### config.mk
export PLATFORM = sky130hd
export DESIGN_NAME = hdr_shift_sched
export DESIGN_NICKNAME = d
export VERILOG_FILES = /design/src/rtl/hdr_shift_sched_pkg.sv /design/src/rtl/hdr_shift_pass_calc.sv /design/src/rtl/hdr_shift_sched.sv
export SDC_FILE = /design/constraint.sdc
export NUM_CORES = 1
export LEC_CHECK = 0
export ABC_AREA = 0
export BUFFER_PORTS_ARGS = -buffer_cell sky130_fd_sc_hd__buf_2
export CORE_MARGIN = 2
export CORE_UTILIZATION = 40
export CTS_CLUSTER_SIZE = 30
export DETAILED_ROUTE_END_ITERATION = 10
export SKIP_LAST_GASP = 1
export SYNTH_ARGS = -nofsm -noshare
export SYNTH_HDL_FRONTEND = slang
export SYNTH_SLANG_ARGS = --single-unit
### constraint.sdc
create_clock -name i_clk -period 3.4 [get_ports i_clk]
set_input_delay 0.68 -clock i_clk [delete_from_list [all_inputs] [get_ports i_clk]]
set_output_delay 0.68 -clock i_clk [all_outputs]
set_load 0.01 [all_outputs]
### src/rtl/hdr_shift_sched_pkg.sv
// rtl/hdr_shift_sched_pkg.sv - shared tag layout and state encoding for the head/meta shift scheduler
package hdr_shift_sched_pkg;

   localparam int TAG_WIDTH     = 3;
   localparam int TAG_VALID_BIT = 2;
   localparam int TAG_SHIFT_BIT = 1;
   localparam int TAG_FIRST_BIT = 0;

   typedef enum logic [1:0] {
      ST_IDLE,
      ST_FIRST,
      ST_DATA,
      ST_DONE
   } shift_sched_state_t;

   // A single-beat pass still needs a one-bit counter.
   function automatic int cnt_width(input int n);
      return (n > 1) ? $clog2(n) : 1;
   endfunction

endpackage

### src/rtl/hdr_shift_pass_calc.sv
// rtl/hdr_shift_pass_calc.sv - per-side pass amount (min of remainder and pass limit) and the remainder after that pass
module hdr_shift_pass_calc
   import hdr_shift_sched_pkg::*;
#(
   parameter int LEN_WIDTH   = 10,
   parameter int SHIFT_WIDTH = 5,
   parameter int MAX_AMT     = 31
) (
   input  logic [LEN_WIDTH-1:0]   i_rem,
   output logic [SHIFT_WIDTH-1:0] o_amt,
   output logic [LEN_WIDTH-1:0]   o_rem_next
);

   logic [LEN_WIDTH-1:0] max_len;

   assign max_len = LEN_WIDTH'(MAX_AMT);

   // The amount never exceeds the remainder, so the subtraction cannot wrap.
   always_comb begin
      if (i_rem > max_len) begin
         o_amt = SHIFT_WIDTH'(MAX_AMT);
      end else begin
         o_amt = SHIFT_WIDTH'(i_rem);
      end
      o_rem_next = i_rem - LEN_WIDTH'(o_amt);
   end

endmodule

### src/rtl/hdr_shift_sched.sv
// rtl/hdr_shift_sched.sv - splits a head/meta shift request into passes and tags the beat stream of each pass
module hdr_shift_sched
   import hdr_shift_sched_pkg::*;
#(
   parameter int HEAD_CANDI_NUM   = 32,
   parameter int META_CANDI_NUM   = 16,
   parameter int HEAD_SHIFT_WIDTH = 5,
   parameter int META_SHIFT_WIDTH = 4,
   parameter int LEN_WIDTH        = 10,
   parameter int NUM_BEATS        = 4
) (
   input  logic                        i_clk,
   input  logic                        i_rst_n,
   input  logic                        i_req_valid,
   output logic                        o_req_ready,
   input  logic [LEN_WIDTH-1:0]        i_req_head_len,
   input  logic [LEN_WIDTH-1:0]        i_req_meta_len,
   input  logic                        i_beat_valid,
   output logic                        o_tag_valid,
   output logic                        o_tag_shift,
   output logic                        o_tag_first,
   output logic [HEAD_SHIFT_WIDTH-1:0] o_headShift,
   output logic [META_SHIFT_WIDTH-1:0] o_metaShift,
   output logic                        o_busy,
   output logic                        o_done
);

   localparam int                   CNT_WIDTH = cnt_width(NUM_BEATS);
   localparam logic [CNT_WIDTH-1:0] LAST_BEAT = CNT_WIDTH'(NUM_BEATS - 1);

   shift_sched_state_t          state_q, state_d;
   logic [LEN_WIDTH-1:0]        rem_h_q, rem_h_d;
   logic [LEN_WIDTH-1:0]        rem_m_q, rem_m_d;
   logic [HEAD_SHIFT_WIDTH-1:0] hs_q, hs_d;
   logic [META_SHIFT_WIDTH-1:0] ms_q, ms_d;
   logic [CNT_WIDTH-1:0]        cnt_q, cnt_d;

   logic [LEN_WIDTH-1:0]        calc_h_in, calc_m_in;
   logic [LEN_WIDTH-1:0]        h_rem_next, m_rem_next;
   logic [HEAD_SHIFT_WIDTH-1:0] h_amt;
   logic [META_SHIFT_WIDTH-1:0] m_amt;
   logic [TAG_WIDTH-1:0]        tag;
   logic                        active;

   // In IDLE the calculators see the incoming request so the first pass amounts load on accept.
   assign calc_h_in = (state_q == ST_IDLE) ? i_req_head_len : rem_h_q;
   assign calc_m_in = (state_q == ST_IDLE) ? i_req_meta_len : rem_m_q;

   hdr_shift_pass_calc #(
      .LEN_WIDTH  (LEN_WIDTH),
      .SHIFT_WIDTH(HEAD_SHIFT_WIDTH),
      .MAX_AMT    (HEAD_CANDI_NUM - 1)
   ) u_head_calc (
      .i_rem     (calc_h_in),
      .o_amt     (h_amt),
      .o_rem_next(h_rem_next)
   );

   hdr_shift_pass_calc #(
      .LEN_WIDTH  (LEN_WIDTH),
      .SHIFT_WIDTH(META_SHIFT_WIDTH),
      .MAX_AMT    (META_CANDI_NUM - 1)
   ) u_meta_calc (
      .i_rem     (calc_m_in),
      .o_amt     (m_amt),
      .o_rem_next(m_rem_next)
   );

   always_ff @(posedge i_clk or negedge i_rst_n) begin
      if (!i_rst_n) begin
         state_q <= ST_IDLE;
         rem_h_q <= '0;
         rem_m_q <= '0;
         hs_q    <= '0;
         ms_q    <= '0;
         cnt_q   <= '0;
      end else begin
         state_q <= state_d;
         rem_h_q <= rem_h_d;
         rem_m_q <= rem_m_d;
         hs_q    <= hs_d;
         ms_q    <= ms_d;
         cnt_q   <= cnt_d;
      end
   end

   always_comb begin
      state_d = state_q;
      rem_h_d = rem_h_q;
      rem_m_d = rem_m_q;
      hs_d    = hs_q;
      ms_d    = ms_q;
      cnt_d   = cnt_q;
      case (state_q)
         ST_IDLE: begin
            if (i_req_valid) begin
               rem_h_d = i_req_head_len;
               rem_m_d = i_req_meta_len;
               hs_d    = h_amt;
               ms_d    = m_amt;
               if ((i_req_head_len == '0) && (i_req_meta_len == '0)) begin
                  state_d = ST_DONE;
               end else begin
                  state_d = ST_FIRST;
               end
            end
         end
         ST_FIRST: begin
            // Here the calculators see rem_*_q, so their amounts equal hs_q/ms_q.
            if (i_beat_valid) begin
               rem_h_d = h_rem_next;
               rem_m_d = m_rem_next;
               cnt_d   = '0;
               state_d = ST_DATA;
            end
         end
         ST_DATA: begin
            if (i_beat_valid) begin
               if (cnt_q == LAST_BEAT) begin
                  cnt_d = '0;
                  if ((rem_h_q != '0) || (rem_m_q != '0)) begin
                     hs_d    = h_amt;
                     ms_d    = m_amt;
                     state_d = ST_FIRST;
                  end else begin
                     state_d = ST_DONE;
                  end
               end else begin
                  cnt_d = cnt_q + CNT_WIDTH'(1);
               end
            end
         end
         ST_DONE: begin
            state_d = ST_IDLE;
         end
         default: begin
            state_d = ST_IDLE;
         end
      endcase
   end

   assign active = (state_q == ST_FIRST) || (state_q == ST_DATA);

   always_comb begin
      tag = '0;
      if (active) begin
         tag[TAG_VALID_BIT] = i_beat_valid;
         tag[TAG_SHIFT_BIT] = i_beat_valid;
         tag[TAG_FIRST_BIT] = i_beat_valid && (state_q == ST_FIRST);
      end
   end

   assign o_tag_valid = tag[TAG_VALID_BIT];
   assign o_tag_shift = tag[TAG_SHIFT_BIT];
   assign o_tag_first = tag[TAG_FIRST_BIT];
   assign o_headShift = active ? hs_q : '0;
   assign o_metaShift = active ? ms_q : '0;
   assign o_req_ready = (state_q == ST_IDLE);
   assign o_busy      = (state_q != ST_IDLE);
   assign o_done      = (state_q == ST_DONE);

endmodule

---- After elaboration in Yosys (flattened, before gate mapping) ----
Index checks and enable logic that the tools add are counted.
storage, ports and cells
  register bits after elaboration ......... 33
cells by class
  $add $sub $neg .......................... 3
  magnitude comparators ................... 2
  equal/unequal tests ..................... 9
  multiplexer cells ....................... 34
  reductions and logical operators ........ 17
operator list
  cell                 count
  $mux 10              6
  $pmux 10 s2          2
  $mux 5               6
  $mux 4               6
  $logic_not 10->1     2
  $reduce_bool 10->1   2
  $mux 2               9
  $gt 10x4->1 const B  1
  $gt 10x5->1 const B  1
  $ne 2x2->1 const B   5
  $pmux 5 s2           1
  $sub 10x4->10        1
  $sub 10x5->10        1
  $pmux 2 s4           1
  $pmux 4 s2           1
  $reduce_bool 2->1    4
  $eq 2x2->1 const B   3
  $reduce_and 3->1     2
  $reduce_and 5->1     1
  $pmux 2 s2           1
  $reduce_and 4->1     1
  $mux 3               1
  $add 2x1->2 const B  1
  $eq 2x1->1 const B   1
  other kinds (3)      5

---- Depth between registers and ports, before layout ----
Gate-level depths: netlist of the first run.
  depth in word-level cells ............... 8
  gate-level depth with buffers ........... 14

---- By module ----
From an unflattened synthesis of the first run, not the netlist that was laid out.
unflattened totals
  cells, all modules ...................... 269
  area total of the unflattened synthesis .. 2522.4 um^2
by module, submodules not included
  module                             instances  cells each  area each (um^2)  seq. area each (um^2)
  hdr_shift_sched                    1          191         1973.1            825.8
  hdr_shift_pass_calc (u_meta_calc)  1          40          281.5             0.0
  hdr_shift_pass_calc (u_head_calc)  1          38          267.8             0.0

---- Least setup slack after synthesis of the first run ----
No wires, ideal clock.
  kind .................................... register -> register
  start point ............................. reg state_q[0]
  end point ............................... reg rem_m_q[2]
  setup time .............................. 0.116 ns
  data arrival time ....................... 2.843 ns
  slack ................................... 0.442 ns
  stages on the path, launching flop included .. 15
  buffers on the path ..................... 2
  period minus slack after synthesis ...... 2.958 ns
  cell sequence ........................... dfrtp_1 -> inv_1 -> ha_1 -> buf_6 -> buf_8 -> mux2i_1 -> o211a_1 -> nand2_1 -> nand2_1 -> ha_1 -> inv_1 -> or3_1 -> o221ai_1 -> a211oi_1 -> o311ai_0
on the way
  word-level cells in the longest chain between the ends .. 7
  elaborated cells between the ends (all ways) .. 12
RTL lines
  item                    line                       source
  start, declared         hdr_shift_sched.sv:31      shift_sched_state_t state_q, state_d;
  start signal, assigned  hdr_shift_sched.sv:78      state_q <= state_d;
  $logic_not 2->1 *       --
  net o_req_ready         hdr_shift_sched.sv:15      output logic o_req_ready,
  $mux 10                 hdr_shift_sched.sv:47      assign calc_m_in = (state_q == ST_IDLE) ? i_req_meta_len : rem_m_q;
  $gt 10x4->1             hdr_shift_pass_calc.sv:20  if (i_rem > max_len) begin
  $mux 4                  hdr_shift_pass_calc.sv:20
  $sub 10x4->10           hdr_shift_pass_calc.sv:25  o_rem_next = i_rem - LEN_WIDTH'(o_amt);
  $mux 10                 hdr_shift_sched.sv:110     if (i_beat_valid) begin
  $pmux 10 s2             hdr_shift_sched.sv:94      case (state_q)
  end signal, assigned    hdr_shift_sched.sv:80      rem_m_q <= rem_m_d;
  end, declared           hdr_shift_sched.sv:33      logic [LEN_WIDTH-1:0] rem_m_q, rem_m_d;
The timed path passes the listed nets; every way through them passes the cells marked *. The select of a mux whose other input is x is not followed.
A chain may end at the register's enable or synchronous reset.

---- Worst setup path after layout of the first run ----
  start point ............................. reg state_q[0]
  end point ............................... reg rem_h_q[2]
on the way
  word-level cells in the longest chain between the ends .. 7
  elaborated cells between the ends (all ways) .. 12
RTL lines
  item                  line                                          source
  $logic_not 2->1       hdr_shift_sched.sv:46, hdr_shift_sched.sv:94
  $mux 10               hdr_shift_sched.sv:46                         assign calc_h_in = (state_q == ST_IDLE) ? i_req_head_len : rem_h_q;
  $gt 10x5->1           hdr_shift_pass_calc.sv:20
  $mux 5                hdr_shift_pass_calc.sv:20
  $sub 10x5->10         hdr_shift_pass_calc.sv:25
  $mux 10               hdr_shift_sched.sv:110
  $pmux 10 s2           hdr_shift_sched.sv:94
  end signal, assigned  hdr_shift_sched.sv:79                         rem_h_q <= rem_h_d;
  end, declared         hdr_shift_sched.sv:32                         logic [LEN_WIDTH-1:0] rem_h_q, rem_h_d;
Several ways; a longest one is shown, not always the timed one. The select of a mux whose other input is x is not followed.

==> impl_metrics.env, run 1 <==
export IMPL_max_freq_ghz=0.323
export IMPL_finalMaxSlewViolations=0
export IMPL_worst_ep_arrival_time_ps=3280
export IMPL_cts_path_max_buffers=2
export IMPL_synth_top_area_frac=0.288
export IMPL_timing_max_slew_rel_slack=0.482
export IMPL_critical_path_top_delay_family="compound AO/OA/AOI/OAI gates"
export IMPL_ys_seq_elements=33
export IMPL_post_cts_clock_slew_at_the_launch_and_capture_registers_of_the_worst_setup_and_hold_paths_ps=80
export IMPL_total_leakage_power_nw=1.30
export IMPL_number_of_global_route_vias_before_repair=2628
export IMPL_dieArea_um2=7850
export IMPL_grt_overflow=0
export IMPL_grtUsageTotal=0.217
export IMPL_post_synth_inst_count=326
export IMPL_crit_path_top_delay_cell="sky130_fd_sc_hd__dfrtp_1"
export IMPL_final_hold_violation_count=0
export IMPL_finalWeightedCongestion=0.922
export IMPL_report_power_total_mw=3.45
export IMPL_hold_ws_ps=458
export IMPL_cp_buffers_inverters=2
export IMPL_utilization=0.471
export IMPL_pre_cts_ws_ps=252
export IMPL_detail_route_drc_violations=0
export IMPL_flow_area_growth_from_synthesis_pct=13.1
export IMPL_ys_top_cells_by_count="33 x sky130_fd_sc_hd__dfrtp_1, 32 x sky130_fd_sc_hd__nand2_1, 21 x sky130_fd_sc_hd__mux2i_1, 21 x sky130_fd_sc_hd__nor2_1, 17 x sky130_fd_sc_hd__o21ai_0"
export IMPL_port_buf_inserts=38
export IMPL_grt_first_pass_wirelength_mm=13.2
export IMPL_worst_endpoint_required_ps=3590
export IMPL_max_vdd_ir_drop_mv=0.369
export IMPL_cpPeakStageDelay_ps=420
export IMPL_worst_slew_pin_transition_ps=778
export IMPL_layout_cell_area_non_filler_um2=3240
export IMPL_mappedNetlistArea_um2=2860
export IMPL_synth_sequential_area_ratio=0.288
export IMPL_finalCritPeriodShare=0.910
export IMPL_crit_path_end_kind="flip-flop"
export IMPL_numCtsBuffers=5
export IMPL_ctsRootBufferMaster="sky130_fd_sc_hd__clkbuf_8"
export IMPL_yosysUniqueCellTypes=75
export IMPL_initial_utilization=0.417
export IMPL_syn_mean_instance_area_um2=8.78
export IMPL_async_flop_share=1.00
export IMPL_dpl_instance_area_um2=3140
export IMPL_vias=2669
export IMPL_crit_chain="inv_1 > ha_4 > buf_4 > nor4b_2 > o211ai_1 > nand2_1 > ha_1 > nand2b_1 > o2111ai_1 > a41o_1 > o221a_2"
export IMPL_layout_cells_non_filler=459
export IMPL_final_setup_tns_ps=0
export IMPL_post_synth_edffs=0
export IMPL_synth_warnings=0
export IMPL_final_antenna_net_count=0
export IMPL_detail_route_wirelength_mm=8.01
export IMPL_synthesis_nets=358
export IMPL_drt_iter0_markers=142
export IMPL_hold_path_class="primary input to async pin"
export IMPL_cts_num_sinks=33
export IMPL_die_w_um=88.6
export IMPL_clock_latency_ps=290
export IMPL_setup_violations=0
export IMPL_hpwlAfterDp_mm=5.88
export IMPL_maxCapViolations=0
export IMPL_design_portCount=39
export IMPL_post_route_cells_drive_above_1_share=0.240
export IMPL_postLayoutSetupSlackWorst_ps=306
export IMPL_htreeDepth=2
export IMPL_number_of_antenna_violations_at_the_first_check_in_global_routing=0
export IMPL_drt_vias_per_instance=5.81
export IMPL_finalWorstPathRequiredPeriod_ps=3090
export IMPL_crit_type="flip-flop to flip-flop"
export IMPL_coreArea_um2=6870
export IMPL_synth_area_leaders="sky130_fd_sc_hd__dfrtp_1 29%, sky130_fd_sc_hd__mux2i_1 7.3%, sky130_fd_sc_hd__mux2_2 4.3%"
export IMPL_detail_route_first_pass_iterations=4
export IMPL_fin_worst_skew_ps=4.29
export IMPL_tritoncts="done"
export IMPL_synth_most_common_cell="sky130_fd_sc_hd__dfrtp_1"
export IMPL_unrepaired_setup_endpoints_after_global_routing="no"
export IMPL_start_kind="flip-flop"
export IMPL_ys_dominant_reg_cell="sky130_fd_sc_hd__dfrtp_1"
export IMPL_placementRows=30
export IMPL_placedCellCount=451
export IMPL_avgRoutedWirePerCell_um=17.4
export IMPL_post_cts_setup_buffer_count=0
export IMPL_grt_start_max_net_pins=34
export IMPL_nets=394
export IMPL_outcome="completed"
export IMPL_maximum_fanout_encountered_on_the_critical_timing_path=19
export IMPL_fp_dieH_um=88.6
export IMPL_yosysTopAreaCell="sky130_fd_sc_hd__dfrtp_1"
export IMPL_num_antenna_cells=0
export IMPL_power_density_nw_per_um2=1070
## power breakdown
group	leakage, nW	internal (mW)	total [mW]	switching [mW]
sequential	0.368	0.568	0.777	0.209
combinational	0.890	1.04	2.37	1.34
clock	0.0450	0.142	0.304	0.162
## layout make-up
cell class	count	area, µm²
Inverter	6	22.5
Fill cell	681	3630
Clock inverter	2	10.0
Tap cell	96	120
Timing Repair Buffer	49	273
Clock buffer	6	72.6
Multi-Input combinational cell	267	1910
Sequential cell	33	826
## flip-flops by register name, summed over array words and instances (netlist names)
signal   count
cnt_q        2
rem_h_q     10
state_q      2
ms_q         4
rem_m_q     10
hs_q         5
## worst paths after layout
path | startpoint | end | slack [ps] | cells past startpoint
max | state_q[0] | rem_h_q[2] | 310 | 11
min | i_rst_n | ms_q[0] | 460 | 1
max reg2reg | state_q[0] | rem_h_q[2] | 310 | 11
min reg2reg | hs_q[4] | hs_q[4] | 500 | 1
max in group asynchronous | i_rst_n | rem_h_q[7] | 2450 | 1
min in group i_clk | hs_q[4] | hs_q[4] | 500 | 1
## layer usage
metal | vias up | track usage | routed length (µm)
li1 | 1290 | - | -
met1 | 1301 | 0.289 | 3730
met2 | 67 | 0.373 | 3870
met3 | 11 | 0.0280 | 304
met4 | 0 | 0.0579 | 108
met5 | - | 0 | 0
## kinds of logic (layout without fill, tap and decap cells)
group,after synthesis,after routing,synth area share
buf+inv,26,63,0.0494
flops,33,33,0.288
fa+ha+maj,8,8,0.0350
compound gates,85,85,0.217
mux,33,33,0.122
simple gates,132,132,0.261
xor+xnor,9,9,0.0275
## cells in the final DEF (no fill, tap or decap), types with 7 or more instances in the layout
cell / Yosys / routed
sky130_fd_sc_hd__nor3_1: 8 / 8
sky130_fd_sc_hd__nor2_1: 21 / 21
sky130_fd_sc_hd__o211ai_1: 8 / 8
sky130_fd_sc_hd__nor2b_1: 10 / 10
sky130_fd_sc_hd__nand2_1: 32 / 32
sky130_fd_sc_hd__mux2_2: 11 / 11
sky130_fd_sc_hd__buf_2: 7 / 38
sky130_fd_sc_hd__mux2i_1: 21 / 21
sky130_fd_sc_hd__and2_1: 12 / 12
sky130_fd_sc_hd__nor4_1: 7 / 7
sky130_fd_sc_hd__dfrtp_1: 33 / 33
sky130_fd_sc_hd__o21ai_0: 17 / 17
sky130_fd_sc_hd__buf_4: 4 / 11
sky130_fd_sc_hd__nand3_1: 7 / 7
sky130_fd_sc_hd__a21oi_1: 15 / 15
sky130_fd_sc_hd__ha_1: 8 / 7
## timing repair
item,4_1_cts,5_1_grt
hold buffers,0,0
gates resized for setup,0,2
setup endpoints to repair,0,2
(Power assumes the default switching activity.)
==> run 2, diff against run 1 <==
- CORE_UTILIZATION: 40 -> 60
- HOLD_SLACK_MARGIN: unset -> 0.1
- PLACE_DENSITY: unset -> 0.83
- clock period: 3.4 -> 3.79 ns (I/O delays scaled with it)
==> run 2 against run 1 <==
Against the previous run:
- register-to-register slack improved by 90 ps
- clock skew rose by 4.8 ps
- wire length shrank 5.3%
- final cell count is 10% lower
- largest power group unchanged
- highest routed layer unchanged
==> impl_metrics.env, run 2 (same netlist as run 1, synthesis figures left out) <==
export IMPL_coreArea_um2=4660
export IMPL_sequentialPowerShare=0.223
export IMPL_timing_reg2reg_setup_slack_ps=400
export IMPL_grt_start_max_net_pins=34
export IMPL_startpoint="state_q[0]"
export IMPL_worst_r2r_startpoint="state_q[0]"
export IMPL_detail_route_wirelength_mm=7.58
export IMPL_dieArea_um2=5340
export IMPL_utilization=0.678
export IMPL_finalWorstPathRequiredPeriod_ps=3390
export IMPL_hold_path_class="flip-flop to flip-flop"
export IMPL_final_antenna_net_count=0
export IMPL_hold_buffers=0
export IMPL_crit_type="flip-flop to flip-flop"
export IMPL_cts_repair_resized=0
export IMPL_worstHoldEndpoint="hs_q[4]"
export IMPL_avgRoutedWirePerCell_um=18.4
export IMPL_unrepaired_setup_endpoints_after_global_routing="no"
export IMPL_worst_ep_arrival_time_ps=3580
export IMPL_die_w_um=73.1
export IMPL_numCtsBuffers=5
export IMPL_p_comb_frac=0.670
export IMPL_post_cts_setup_buffer_count=0
export IMPL_final_hold_violation_count=0
export IMPL_ctsRootBufferMaster="sky130_fd_sc_hd__clkbuf_8"
export IMPL_tritoncts="done"
export IMPL_maximum_fanout_encountered_on_the_critical_timing_path=20
export IMPL_setup_violations=0
export IMPL_clkPwrFrac=0.107
export IMPL_worst_endpoint_required_ps=3980
export IMPL_flow_area_growth_from_synthesis_pct=10.4
export IMPL_post_cts_clock_slew_at_the_launch_and_capture_registers_of_the_worst_setup_and_hold_paths_ps=80
export IMPL_placementRows=25
export IMPL_post_route_cells_drive_above_1_share=0.229
export IMPL_r2r_end="rem_h_q[2]"
export IMPL_detail_route_first_pass_iterations=6
export IMPL_hpwlAfterDp_mm=5.34
export IMPL_max_vdd_ir_drop_mv=0.439
export IMPL_crit_path_end_kind="flip-flop"
export IMPL_clock_latency_ps=290
export IMPL_placedCellCount=405
export IMPL_htreeDepth=2
export IMPL_outcome="completed"
export IMPL_num_antenna_cells=0
export IMPL_layout_cells_non_filler=412
export IMPL_fin_worst_skew_ps=9.10
export IMPL_grt_overflow=0
export IMPL_timing_max_slew_rel_slack=0.493
export IMPL_power_switching_mw=1.52
export IMPL_power_density_nw_per_um2=984
export IMPL_detail_route_drc_violations=0
export IMPL_grtUsageTotal=0.294
export IMPL_worst_slew_pin_transition_ps=760
export IMPL_finalCritPeriodShare=0.895
export IMPL_hold_path_startpoint="hs_q[4]"
export IMPL_drt_iter0_markers=313
export IMPL_swShare=0.488
export IMPL_final_setup_tns_ps=0
export IMPL_design_portCount=39
export IMPL_layout_top_registers="rem_h_q (10), rem_m_q (10), hs_q (5)"
export IMPL_max_freq_ghz=0.295
export IMPL_dpl_instance_area_um2=3060
export IMPL_number_of_global_route_vias_before_repair=2530
export IMPL_finalWeightedCongestion=0.954
export IMPL_vias=2760
export IMPL_maxCapViolations=0
export IMPL_start_kind="flip-flop"
export IMPL_nets=390
export IMPL_min_delay_path_depth=1
export IMPL_finalMaxSlewViolations=0
export IMPL_fp_dieH_um=73.1
export IMPL_drt_vias_per_instance=6.70
export IMPL_layout_cells_most_common_list="38 x sky130_fd_sc_hd__buf_2, 33 x sky130_fd_sc_hd__dfrtp_1, 32 x sky130_fd_sc_hd__nand2_1"
export IMPL_port_buf_inserts=38
export IMPL_number_of_antenna_violations_at_the_first_check_in_global_routing=0
export IMPL_report_power_total_mw=3.11
export IMPL_cts_num_sinks=33
export IMPL_cts_path_max_buffers=2
export IMPL_layout_cell_area_non_filler_um2=3160
export IMPL_ff2ff_path_depth=11
export IMPL_total_leakage_power_nw=1.29
export IMPL_initial_utilization=0.614
export IMPL_final_common_cell="sky130_fd_sc_hd__buf_2"
export IMPL_cell_internal_pwr_mw=1.59
export IMPL_grt_first_pass_wirelength_mm=12.2
## run 2: how the worst max path moves through the flow
stage,cells past startpoint,end
floorplan,14,rem_m_q[2]
global placement,11,rem_h_q[2]
detailed placement,12,rem_m_q[2]
CTS,11,rem_h_q[2]
global route,12,rem_m_q[2]
finish,11,rem_h_q[2]
## run 2: layout make-up
cell class / instances / area, µm²
clock buffers: 5 / 68.8
well taps: 54 / 67.6
repair buffers: 45 / 243
clock inverters: 2 / 35.0
multi-input cells: 267 / 1900
fillers: 378 / 1500
inverters: 6 / 22.5
flip-flops and latches: 33 / 826
## run 2: stage by stage
step / setup slack (ps) / hold slack (ps)
floorplan: 832 / 462
global placement: 671 / 477
detailed placement: 533 / 487
CTS: 493 / 503
global route: 204 / 514
finish: 399 / 498
## run 2: power by group through the flow
stage | sequential [mW] | combinational [mW] | clock [mW]
detailed placement | 0.692 | 2.04 | 0
CTS | 0.686 | 2.05 | 0.338
finish | 0.695 | 2.08 | 0.332
global placement | 0.683 | 1.99 | 0
global route | 0.716 | 2.27 | 0.350
floorplan | 0.633 | 1.63 | 0
## run 2: worst max-delay path, cell delays in order, from the launching register on
cell and delay [ps]:
sky130_fd_sc_hd__dfrtp_1 420, sky130_fd_sc_hd__inv_1 130, sky130_fd_sc_hd__ha_2 430, sky130_fd_sc_hd__buf_4 310, sky130_fd_sc_hd__nor4b_2 410, sky130_fd_sc_hd__o211ai_1 320
sky130_fd_sc_hd__nand2_1 140, sky130_fd_sc_hd__ha_1 330, sky130_fd_sc_hd__nand2b_1 180, sky130_fd_sc_hd__o2111ai_1 130, sky130_fd_sc_hd__a311o_1 370, sky130_fd_sc_hd__o221a_2 120
## run 2: metal layers
layer  part of all wire  vias up  track usage
met5                  0        -            0
met4              0.023        0        0.128
met3              0.078       21       0.0691
met2               0.47      151        0.475
met1               0.43     1306        0.375
li1                   -     1282            -
==> run 3, diff against run 2 <==
- REMOVE_ABC_BUFFERS: unset -> 1
==> run 3 against run 2 <==
Against the previous run:
- die area did not move
- global-route usage rose by 0.87 points
- via count fell by 2.1%
- non-clock buffer count fell by 1
- final cell count did not move
- worst hold slack improved by 3.5 ps
- sequential share of layout area barely moved
- critical path type unchanged
- cell area rose by 0.12%
- register-to-register slack improved by 50 ps
==> impl_metrics.env, run 3 (same netlist as run 1, synthesis figures left out) <==
export IMPL_postLayoutSetupSlackWorst_ps=449
export IMPL_clock_latency_ps=290
export IMPL_globalRoute_busiestLayer="met2"
export IMPL_flow_area_growth_from_synthesis_pct=10.5
export IMPL_crit_chain="inv_1 > ha_2 > nor3b_2 > o211a_1 > nand2_1 > nand2_1 > ha_1 > inv_1 > or3_1 > o221ai_1 > a211oi_1 > o311ai_0"
export IMPL_finalWeightedCongestion=0.944
export IMPL_cts_repair_resized=0
export IMPL_maximum_fanout_encountered_on_the_critical_timing_path=16
export IMPL_final_antenna_net_count=0
export IMPL_worst_ep_arrival_time_ps=3520
export IMPL_groute_layer_met1_usage=0.416
export IMPL_htreeDepth=2
export IMPL_crit_path_end_kind="flip-flop"
export IMPL_grtUsageTotal=0.303
export IMPL_hold_buffers=0
export IMPL_final_seq_area_um2=826
export IMPL_crit_path_top_delay_cell="sky130_fd_sc_hd__dfrtp_1"
export IMPL_post_cts_clock_slew_at_the_launch_and_capture_registers_of_the_worst_setup_and_hold_paths_ps=80
export IMPL_post_cts_setup_buffer_count=0
export IMPL_fp_dieH_um=73.1
export IMPL_pre_cts_ws_ps=490
export IMPL_worst_endpoint_required_ps=3970
export IMPL_outcome="completed"
export IMPL_tritoncts="done"
export IMPL_layout_cell_area_non_filler_um2=3160
export IMPL_layout_cells_non_filler=412
export IMPL_placementRows=25
export IMPL_timing_reg2reg_setup_slack_ps=450
export IMPL_layout_cells_most_common_list="38 x sky130_fd_sc_hd__buf_2, 33 x sky130_fd_sc_hd__dfrtp_1, 32 x sky130_fd_sc_hd__nand2_1"
export IMPL_finalMaxSlewViolations=0
export IMPL_port_buf_inserts=38
export IMPL_dieArea_um2=5340
export IMPL_met2_usage=0.501
export IMPL_max_freq_ghz=0.299
export IMPL_total_leakage_power_nw=1.28
export IMPL_finalCritPeriodShare=0.882
export IMPL_initial_utilization=0.614
export IMPL_drt_iter0_markers=314
export IMPL_detail_route_drc_violations=0
export IMPL_detail_route_wirelength_mm=7.61
export IMPL_hold_ws_ps=502
export IMPL_setup_violations=0
export IMPL_layout_top_registers="rem_h_q (10), rem_m_q (10), hs_q (5)"
export IMPL_die_w_um=73.1
export IMPL_post_route_cells_drive_above_1_share=0.229
export IMPL_hpwlAfterDp_mm=5.51
export IMPL_nets=389
export IMPL_dpl_instance_area_um2=3050
export IMPL_drt_vias_per_instance=6.56
export IMPL_fill_cells=387
export IMPL_vias=2702
export IMPL_design_portCount=39
export IMPL_unrepaired_setup_endpoints_after_global_routing="no"
export IMPL_avgRoutedWirePerCell_um=18.5
export IMPL_finalWorstPathRequiredPeriod_ps=3340
export IMPL_detail_route_first_pass_iterations=5
export IMPL_grt_start_max_net_pins=41
export IMPL_multi_input_area_um2=1900
export IMPL_cts_path_max_buffers=2
export IMPL_max_vdd_ir_drop_mv=0.492
export IMPL_fin_worst_skew_ps=6.14
export IMPL_placedCellCount=404
export IMPL_coreArea_um2=4660
export IMPL_timing_max_slew_rel_slack=0.469
export IMPL_grt_first_pass_wirelength_mm=12.7
export IMPL_num_antenna_cells=0
export IMPL_grt_overflow=0
export IMPL_power_density_nw_per_um2=986
export IMPL_final_setup_tns_ps=0
export IMPL_crit_type="flip-flop to flip-flop"
export IMPL_hold_path_class="flip-flop to flip-flop"
export IMPL_number_of_global_route_vias_before_repair=2632
export IMPL_final_common_cell="sky130_fd_sc_hd__buf_2"
export IMPL_gr_layer_usage_met3=0.0359
export IMPL_maxCapViolations=0
export IMPL_worst_slew_pin_transition_ps=797
export IMPL_ctsRootBufferMaster="sky130_fd_sc_hd__clkbuf_8"
export IMPL_number_of_antenna_violations_at_the_first_check_in_global_routing=0
export IMPL_cpPeakStageDelay_ps=430
export IMPL_final_hold_violation_count=0
export IMPL_start_kind="flip-flop"
export IMPL_numCtsBuffers=5
export IMPL_cts_num_sinks=33
run 3: cell types whose count changed in the layout (fill, tap and decap cells not counted):
| cell | delta |
|---|---|
| sky130_fd_sc_hd__clkinv_4 | +1 |
| sky130_fd_sc_hd__clkinvlp_4 | +1 |
| sky130_fd_sc_hd__clkinv_2 | -1 |
| sky130_fd_sc_hd__buf_4 | -1 |
run 3: layout make-up:
class                      instances  share of cell area
clock inverter                     3              0.0146
multi-input combinational        267               0.600
tap                               54              0.0214
clock buffer                       5              0.0217
sequential                        33               0.261
timing repair buffer              44              0.0743
inverter                           6             0.00712
run 3: worst max-delay path: cells and delay by family, from the launching register on:
kind                       cells  cell delay, ps
AOI/OAI and AO/OA              4             960
and+or+nand+nor                4             910
adders and majority gates      2             700
DFF                            1             430
buffers and inverters          2             230
run 3: report_power, final:
part           internal [mW]  total [mW]  leakage (nW)  switching, mW
registers              0.510       0.698         0.368          0.189
logic                  0.886        2.08         0.862           1.19
clock network          0.197       0.346        0.0543          0.149
total                   1.59        3.12          1.28           1.53
run 3: metal layers:
| metal | part of all wire | wire length, µm |
|---|---|---|
| met4 | 0.016 | 124 |
| met5 | 0 | 0 |
| met1 | 0.44 | 3320 |
| met2 | 0.48 | 3680 |
| met3 | 0.063 | 479 |
run 3: worst paths after layout:
| path | from | to | depth (start not counted) |
|---|---|---|---|
| hold reg to reg | ms_q[2] | ms_q[2] | 1 |
| hold / removal | ms_q[2] | ms_q[2] | 1 |
| setup / recovery | state_q[0] | rem_m_q[2] | 12 |
| max in group asynchronous | i_rst_n | rem_h_q[5] | 1 |
| setup reg to reg | state_q[0] | rem_m_q[2] | 12 |
| min in group asynchronous | i_rst_n | rem_m_q[2] | 1 |
run 3: metrics by stage:
step	util	power (mW)
floorplan	-	2.16
global placement	0.654	2.68
detailed placement	0.654	2.74
CTS	0.679	3.10
global route	0.679	3.37
finish	0.679	3.12
